**src/rtl/flit_rr_arbiter_pkg.sv**
```systemverilog
// Flit format shared by the router input stage, plus the header decode helpers
// that keep flit-type knowledge out of the arbiter itself.
package flit_rr_arbiter_pkg;

   typedef enum logic [1:0] {
      FLIT_BODY      = 2'd0,
      FLIT_HEAD      = 2'd1,
      FLIT_TAIL      = 2'd2,
      FLIT_HEAD_TAIL = 2'd3
   } flit_type_e;

   typedef struct packed {
      flit_type_e  ftype;
      logic [7:0]  src_id;
      logic [21:0] payload;
   } flit_t;

   localparam int FLIT_W = $bits(flit_t);

   // A single-flit packet is both head and tail, so it also releases the lock.
   function automatic logic is_tail_flit(input flit_t f);
      return (f.ftype == FLIT_TAIL) || (f.ftype == FLIT_HEAD_TAIL);
   endfunction

   function automatic logic is_head_flit(input flit_t f);
      return (f.ftype == FLIT_HEAD) || (f.ftype == FLIT_HEAD_TAIL);
   endfunction

endpackage

```
**src/rtl/flit_rr_arbiter_picker.sv**
```systemverilog
// Rotating-priority search: first asserted request at or after ptr_i, wrapping
// at NUM_PORTS. Purely combinational so allocators can reuse it in any stage.
module rr_priority_picker #(
   parameter int NUM_PORTS     = 4,
   parameter int PORT_ID_WIDTH = $clog2(NUM_PORTS)
) (
   input  logic [NUM_PORTS-1:0]     req_i,
   input  logic [PORT_ID_WIDTH-1:0] ptr_i,
   output logic                     found_o,
   output logic [PORT_ID_WIDTH-1:0] idx_o
);

   // One extra bit holds ptr + offset before the wrap subtraction.
   localparam logic [PORT_ID_WIDTH:0] NP = (PORT_ID_WIDTH+1)'(NUM_PORTS);

   logic [PORT_ID_WIDTH:0]   sum;
   logic [PORT_ID_WIDTH-1:0] cand;

   always_comb begin
      found_o = 1'b0;
      idx_o   = '0;
      sum     = '0;
      cand    = '0;
      for (int k = 0; k < NUM_PORTS; k++) begin
         sum = {1'b0, ptr_i} + (PORT_ID_WIDTH+1)'(k);
         if (sum >= NP) begin
            sum = sum - NP;
         end
         cand = sum[PORT_ID_WIDTH-1:0];
         if (!found_o && req_i[cand]) begin
            found_o = 1'b1;
            idx_o   = cand;
         end
      end
   end

endmodule

```
**src/rtl/flit_rr_arbiter.sv**
```systemverilog
// Round-robin arbiter feeding one shared flit_queue push port; the grant is held
// from head to tail so packets from different sources never interleave.
module flit_rr_arbiter
   import flit_rr_arbiter_pkg::*;
#(
   parameter int NUM_PORTS     = 4,
   parameter int PORT_ID_WIDTH = $clog2(NUM_PORTS)
) (
   input  logic                         clk,
   input  logic                         rst,
   input  flit_t [NUM_PORTS-1:0]        in_flit,
   input  logic  [NUM_PORTS-1:0]        in_flit_valid,
   output logic  [NUM_PORTS-1:0]        in_flit_ready,
   output flit_t                        out_flit,
   output logic                         out_flit_valid,
   input  logic                         out_flit_ready,
   output logic  [PORT_ID_WIDTH-1:0]    grant_port,
   output logic                         locked
);

   typedef enum logic {IDLE, LOCKED} arb_state_t;

   localparam logic [PORT_ID_WIDTH-1:0] LAST_PORT = PORT_ID_WIDTH'(NUM_PORTS - 1);

   arb_state_t               state_q, state_d;
   flit_t                    flit_q, flit_d;
   logic                     vld_q, vld_d;
   logic [PORT_ID_WIDTH-1:0] grant_q, grant_d;
   logic [PORT_ID_WIDTH-1:0] rr_ptr_q, rr_ptr_d;

   logic                     slot_free;
   logic                     pick_found;
   logic [PORT_ID_WIDTH-1:0] pick_idx;
   logic                     win_req;
   logic [PORT_ID_WIDTH-1:0] win_idx;
   flit_t                    win_flit;
   logic                     xfer;

   rr_priority_picker #(
      .NUM_PORTS     (NUM_PORTS),
      .PORT_ID_WIDTH (PORT_ID_WIDTH)
   ) u_picker (
      .req_i   (in_flit_valid),
      .ptr_i   (rr_ptr_q),
      .found_o (pick_found),
      .idx_o   (pick_idx)
   );

   // The output slot can take a new flit when empty or being popped this cycle.
   assign slot_free = !vld_q || out_flit_ready;

   // While locked the granted source alone is offered ready, even if it is idle.
   always_comb begin
      win_idx = pick_idx;
      win_req = pick_found;
      if (state_q == LOCKED) begin
         win_idx = grant_q;
         win_req = 1'b1;
      end
      in_flit_ready = '0;
      if (!rst && win_req) begin
         in_flit_ready[win_idx] = slot_free;
      end
   end

   assign win_flit = in_flit[win_idx];
   assign xfer     = in_flit_valid[win_idx] && in_flit_ready[win_idx];

   always_comb begin
      state_d  = state_q;
      flit_d   = flit_q;
      vld_d    = vld_q;
      grant_d  = grant_q;
      rr_ptr_d = rr_ptr_q;
      if (xfer) begin
         flit_d  = win_flit;
         vld_d   = 1'b1;
         grant_d = win_idx;
         if (is_tail_flit(win_flit)) begin
            state_d  = IDLE;
            rr_ptr_d = (win_idx == LAST_PORT) ? '0 : win_idx + PORT_ID_WIDTH'(1);
         end else begin
            state_d = LOCKED;
         end
      end else if (out_flit_ready) begin
         vld_d = 1'b0;
      end
   end

   always_ff @(posedge clk) begin
      if (rst) begin
         state_q  <= IDLE;
         flit_q   <= '0;
         vld_q    <= 1'b0;
         grant_q  <= '0;
         rr_ptr_q <= '0;
      end else begin
         state_q  <= state_d;
         flit_q   <= flit_d;
         vld_q    <= vld_d;
         grant_q  <= grant_d;
         rr_ptr_q <= rr_ptr_d;
      end
   end

   assign out_flit       = flit_q;
   assign out_flit_valid = vld_q;
   assign grant_port     = grant_q;
   assign locked         = (state_q == LOCKED);

endmodule

```
**config.mk**
```make
export PLATFORM = sky130hd
export DESIGN_NAME = flit_rr_arbiter
export DESIGN_NICKNAME = d
export VERILOG_FILES = /design/src/rtl/flit_rr_arbiter_pkg.sv /design/src/rtl/flit_rr_arbiter_picker.sv /design/src/rtl/flit_rr_arbiter.sv
export SDC_FILE = /design/constraint.sdc
export NUM_CORES = 1
export LEC_CHECK = 0
export ABC_AREA = 1
export CAP_MARGIN = 20
export CORE_MARGIN = 2
export CORE_UTILIZATION = 38
export DETAILED_ROUTE_END_ITERATION = 16
export GPL_TIMING_DRIVEN = 0
export PLACE_DENSITY = 0.92
export SLEW_MARGIN = 20
export SYNTH_ARGS = -nofsm -noshare
export SYNTH_HDL_FRONTEND = slang
export SYNTH_SLANG_ARGS = --single-unit
```
**constraint.sdc**
```tcl
create_clock -name clk -period 3.64 [get_ports clk]
set_clock_uncertainty 0.05 [all_clocks]
set_input_delay 0.728 -clock clk [delete_from_list [all_inputs] [get_ports clk]]
set_output_delay 0.728 -clock clk [all_outputs]
set_load 0.05 [all_outputs]
```
== Word level (Yosys, flattened, before mapping) ==
Index checks and enable logic that the tools add are counted.

* Reductions and logical operators: 15
* Bitwise operators: 1
* Equality and inequality tests: 3
* Multiplexer cells: 35
* $lt $le $gt $ge: 10
* Add/sub/neg operators: 8

{| class="wikitable"
|+ Operators by type and width
! kind !! count
|-
| $bmux 32 s2 || 1
|-
| $mux 32 || 1
|-
| $mux 2 || 10
|-
| $lt 2x3->1 const B || 5
|-
| $mux 1 || 15
|-
| $bmux 1 s2 || 6
|-
| $ge 3x3->1 const B || 3
|-
| $sub 2x1->2 const B || 4
|-
| $add 2x2->3 const B || 2
|-
| $eq 2x2->1 const B || 3
|-
| $logic_and 1x1->1 || 6
|-
| $logic_not 1->1 || 5
|-
| $and 4x4->4 || 1
|-
| $mux 4 || 1
|-
| $add 2x1->3 const B || 1
|-
| $ge 2x3->1 const B || 1
|-
| $add 2x1->2 const B || 1
|-
| $demux 1 s2 || 1
|-
| $ge 2x1->1 const B || 1
|-
| $logic_or 1x1->1 || 2
|-
| $reduce_and 2->1 || 1
|-
| $reduce_bool 2->1 || 1
|}

* Output and inout bits: 40
* Bits in registers: 38
* Input bits: 135

== Longest topological paths before layout ==
* Word-level depth: 25
* Mapped depth: 22
* Depth with buffers taken out: 19

== Modules after synthesis ==
Synthesis repeated with hierarchy kept, for this count alone.

* Cells, all modules: 449
* Area, all modules: 2,725.1 µm²

{| class="wikitable"
|+ By module, submodules not included
! module !! area an instance (µm²) !! times used !! cells each
|-
| flit_rr_arbiter || 2,406.1 || 1 || 390
|-
| rr_priority_picker || 319.1 || 1 || 59
|}

== Worst setup path after synthesis ==
Ideal clock, no wire load.

* Kind: in2out
* Start point: input port in_flit_valid[1]
* End point: output port in_flit_ready[0]
* Setup slack: -0.005 ns
* Data arrival time: 2.867 ns
* Stages on the path: 13
* Path buffers: 2
* Data required time: 2.862 ns
* Cells stage by stage: inv_1 nand2_1 nand3_1 nand2_1 inv_2 nand3_1 nor2_2 nor2_4 nand2_4 inv_2 buf_6 buf_4 nor3_1

* Word-level cells in the longest chain between the ends: 19
* Elaborated cells between the ends (all ways): 32
* Classes of those cells: 2 x order compare; 21 x mux; 1 x bitwise; 8 x reduce/logical

{| class="wikitable"
|+ RTL lines
! item !! line !! text
|-
| from (decl) || flit_rr_arbiter.sv:12 || <nowiki>input logic [NUM_PORTS-1:0] in_flit_valid,</nowiki>
|-
| $bmux 1 s2 || flit_rr_arbiter_picker.sv:30 || <nowiki>if (!found_o && req_i[cand]) begin</nowiki>
|-
| $mux 1 (not written as such) || flit_rr_arbiter_picker.sv:30 ||
|-
| $mux 1 || flit_rr_arbiter_picker.sv:30 ||
|-
| $logic_not 1->1 || flit_rr_arbiter_picker.sv:30 ||
|-
| $logic_and 1x1->1 || flit_rr_arbiter_picker.sv:30 ||
|-
| $mux 1 || flit_rr_arbiter_picker.sv:30 ||
|-
| $logic_not 1->1 || flit_rr_arbiter_picker.sv:30 ||
|-
| $logic_and 1x1->1 || flit_rr_arbiter_picker.sv:30 ||
|-
| [3 not listed] || - ||
|-
| $mux 2 || flit_rr_arbiter_picker.sv:30 ||
|-
| $mux 2 || flit_rr_arbiter.sv:56 || <nowiki>if (state_q == LOCKED) begin</nowiki>
|-
| $lt 2x3->1 (not written as such) / $ge 2x1->1 (equally long branches) || flit_rr_arbiter.sv:62 || <nowiki>in_flit_ready[win_idx] = slot_free;</nowiki>
|-
| $logic_and 1x1->1 (not written as such) || flit_rr_arbiter.sv:62 ||
|-
| $mux 1 (not written as such) || flit_rr_arbiter.sv:62 ||
|-
| $demux 1 s2 || flit_rr_arbiter.sv:62 ||
|-
| $and 4x4->4 (no source line) || - ||
|-
| $mux 4 (*) || flit_rr_arbiter.sv:61 || <nowiki>if (!rst && win_req) begin</nowiki>
|-
| to (decl) || flit_rr_arbiter.sv:13 || <nowiki>output logic [NUM_PORTS-1:0] in_flit_ready,</nowiki>
|}

Every way passes the cells marked *; elsewhere a longest branch is shown, timed or not. The select of a mux whose other input is x is not followed.

== Worst setup path after layout ==
* Start point: input port in_flit_valid[3]
* End point: output port in_flit_ready[3]

Same word-level chain as after synthesis.

==> results_tabular.tex <==
\begin{tabular}{lr}
\hline
Metric & Value \\
\hline
\multicolumn{2}{l}{\textbf{Outcome}} \\
\quad Status & completed \\
\multicolumn{2}{l}{\textbf{STA}} \\
\quad Fin. max-slew vios & 0 \\
\quad Max-slew headroom at the worst pin & 63.59\% \\
\quad Setup ws final & 133.9 ps \\
\quad Slew @ Worst Pin & 544.5 ps \\
\quad Setup repair after global routing missed its margin & yes \\
\quad Final count of hold timing violations & 0 \\
\quad Part of the cycle the worst path needs & 96.32\% \\
\quad Finish-stage setup viols & 0 \\
\quad Min Tclk post-route & 3506 ps \\
\quad Worst Hold Margin & 416.5 ps \\
\quad Achievable frequency & 0.2852 GHz \\
\multicolumn{2}{l}{\textbf{Clock network}} \\
\quad Count of hold buffers inserted by post-cts repair & 0 \\
\quad Total number of clock tree sinks & 38 \\
\quad CTS root buffer & clkbuf\_8 \\
\quad Total clock buffers created by CTS & 5 \\
\quad CTS Buffer Depth & 2 \\
\quad Clock input transition at the sequential cells of the worst setup and hold paths & 90 ps \\
\quad Clock tree from TritonCTS & done \\
\quad Maximum level of the CTS H-tree & 2 \\
\quad Clock insertion delay at the later pin of the skew report & 290 ps \\
\multicolumn{2}{l}{\textbf{Logic synthesis}} \\
\quad Commonest cells post-synth & nand2\_1, nor2\_1, dfxtp\_1 \\
\quad Number of synthesized register bits & 38 \\
\quad Dominant cells by area after synthesis & dfxtp\_1, nand2\_1, nor2\_1 \\
\quad Cell accounting for the most synthesized area & dfxtp\_1 \\
\quad Yosys warnings & 0 \\
\quad Sequential cell area fraction in the yosys report & 25.76\% \\
\quad Number of flops mapped to enable cells by yosys & 0 \\
\quad Most frequently used flop master after synthesis & dfxtp\_1 \\
\quad Syn Inst Count & 503 \\
\quad Post-Synthesis Mean Instance Area & 5.870 sq um \\
\quad Count of cell types in the netlist & 30 \\
\quad Synth top area share & 25.76\% \\
\quad Fraction of registers with async set or reset after synthesis & 0\% \\
\quad Netlist area before placement & 2953 sq um \\
\quad Most common cell in the netlist & nand2\_1 \\
\quad Syn Nets & 639 \\
\multicolumn{2}{l}{\textbf{Layout}} \\
\quad Share of post-route cells with drive strength above 1 & 11.05\% \\
\quad Fin area & 4987 sq um \\
\quad Final core occ & 65.56\% \\
\quad Area delta synth->final & 68.90\% \\
\quad Post-layout nets & 823 \\
\quad ANT cells & 0 \\
\quad Final-layout fill cell count & 697 \\
\multicolumn{2}{l}{\textbf{Floorplanning}} \\
\quad Chip width & 92.15 um \\
\quad Die Height & 92.15 um \\
\quad Starting density of the core & 38.82\% \\
\quad Core footprint & 7607 sq um \\
\quad Total Die Area & 8492 sq um \\
\quad Placement row count & 32 \\
\quad Boundary Pins & 175 \\
\multicolumn{2}{l}{\textbf{Setup path}} \\
\quad Worst Setup Start Kind & primary input \\
\quad Worst-path fanout max & 6 \\
\quad Capturing point of the worst reg2reg path & out\_flit[23]\$\_SDFFE\_PP0P\_ \\
\quad CP Capture Type & output port \\
\quad R2r setup slk & 860 ps \\
\quad Number of cells traversed by the worst register-to-register path & 18 \\
\quad Most common cell type on the critical path & nand2\_1 \\
\quad Endpoint required time on the critical path & 2860 ps \\
\quad Data arrival at the endpoint of the critical path & 2730 ps \\
\quad Standard cell with the maximum stage delay on the critical path & clkdlybuf4s50\_1 \\
\quad Chain of cells forming the critical path & clkdlybuf4s50\_1, inv\_1, nand2\_1, nand2\_1, nand2\_1, nand2\_2, nand2\_1, nand3\_1, nand3\_4, nand2\_4, inv\_4, buf\_12, ha\_1, inv\_2, nor2\_2, buf\_6 \\
\quad Delay of the slowest cell on the worst path & 480 ps \\
\quad Startpoint of the most critical register-to-register path & rr\_ptr\_q[1]\$\_SDFFE\_PP0P\_ \\
\quad Setup CP Type & primary input to output port \\
\multicolumn{2}{l}{\textbf{Routing}} \\
\quad Number of optimization iterations in the first detailed-route pass & 4 \\
\quad Number of nets still failing antenna checks after routing & 0 \\
\quad Per-cell via count in the routed design & 4.868 \\
\quad Number of DRC markers in iteration 0 & 139 \\
\quad Average wire per standard cell & 13.98 um \\
\quad Final wirelength & 11040 um \\
\quad DR vias & 3846 \\
\quad Detailed-route DRC error count & 0 \\
\multicolumn{2}{l}{\textbf{Placement}} \\
\quad Place WS & -825.5 ps \\
\quad Number of input and output port buffers inserted & 174 \\
\quad Routability congestion estimate & 0.8591 \\
\quad Cell area reported after detailed placement & 4822 sq um \\
\quad Placed wire-length estimate after detailed placement & 8605 um \\
\multicolumn{2}{l}{\textbf{GRT}} \\
\quad Largest net degree at the start of global routing & 20 \\
\quad Remaining global-route overflow & 0 \\
\quad Number of global-route vias before repair & 3775 \\
\quad Global-route usage over all layers & 25.21\% \\
\quad Antenna violations before repair & 0 \\
\quad Global-route wire length before repair & 17150 um \\
\multicolumn{2}{l}{\textbf{Worst hold path}} \\
\quad Class of the tightest hold or removal check & register to register \\
\quad Worst hold stages & 2 \\
\quad Hold path startpoint & out\_flit[31]\$\_SDFFE\_PP0P\_ \\
\quad Worst hold endpoint & out\_flit[31]\$\_SDFFE\_PP0P\_ \\
\multicolumn{2}{l}{\textbf{Run}} \\
\quad Maximum capacitance violations & 0 \\
\hline
\end{tabular}
-- per-layer routing --
metal  part of all wire (%)  wire length, um  GRT usage, %
met5                      0                0             0
met2                     52             5711         47.73
met3                    6.8              754         4.930
met4                    1.7              187         8.085
met1                     40             4389         28.05
-- sequential cells by signal (all words and copies together), names as in the netlist --
signal / flops
rr_ptr_q: 2
grant_port: 2
out_flit: 32
locked: 1
out_flit_valid: 1
-- stage by stage --
| step | cells | TNS [ps] |
|---|---|---|
| floorplan | 503 | -9.280 |
| global route | 790 | -45.88 |
| CTS | 785 | 0 |
| detailed placement | 779 | -3496 |
| finish | 790 | 0 |
| global placement | 779 | -2651 |
-- critical path, delay by kind of cell --
kind / cells / cell delay [ps]
adder cells (fa/ha/maj): 1 / 140
buffers and inverters: 6 / 990
AND/OR/NAND/NOR: 9 / 850
-- cell families after synthesis --
group	after synthesis	share of synthesized area, %
buffers and inverters	54	10.21
DFF	38	25.76
adders and majority gates	1	0.4237
AOI/OAI and AO/OA	70	15.08
and+or+nand+nor	340	48.52
-- cell usage in the layout (no fill, tap or decap), types with 3 or more instances in the layout --
master / instances
nand2_2: 6
inv_2: 4
nand4_1: 4
buf_6: 8
buf_2: 12
inv_1: 16
or2_2: 14
or2_0: 4
nor2_2: 3
clkbuf_8: 8
clkbuf_1: 6
clkdlybuf4s50_1: 169
buf_4: 9
a21oi_1: 3
o21ai_1: 22
dfxtp_1: 38
nor2_1: 74
nand3_1: 15
o211ai_1: 31
o21ai_0: 12
nand2_1: 200
or2_1: 13
-- final cells by class --
| class | instances | area [sq um] | share of cell area [%] |
|---|---|---|---|
| multi-input combinational | 411 | 1908 | 38.26 |
| tap | 102 | 127.6 | 2.559 |
| inverter | 23 | 96.34 | 1.932 |
| buffer | 28 | 206.4 | 4.139 |
| clock buffer | 8 | 110.1 | 2.208 |
| timing repair buffer | 180 | 1778 | 35.65 |
| sequential | 38 | 760.7 | 15.25 |
-- repair_timing --
item / 4_1_cts / 5_1_grt
setup buffers: 0 / 6
endpoints found under the hold margin: 0 / 0
setup endpoints to repair: 4 / 4
resized for setup: 26 / 11
pin swaps: 0 / 2
-- worst max-delay path by stage --
stage | startpoint | to | slack [ps] | depth (start not counted)
2_1_floorplan | in_flit_valid[1] | in_flit_ready[0] | -5 | 13
3_3_place_gp | in_flit_valid[2] | in_flit_ready[3] | -810 | 17
3_5_place_dp | in_flit_valid[2] | in_flit_ready[3] | -830 | 17
4_1_cts | in_flit_valid[2] | in_flit_ready[0] | 0.7 | 15
5_1_grt | in_flit_valid[3] | in_flit_ready[3] | -30 | 15
6_report | in_flit_valid[3] | in_flit_ready[3] | 130 | 16
Power is not shown: default switching activity piles up to over one toggle a cycle in this logic, so the estimate is an artifact.
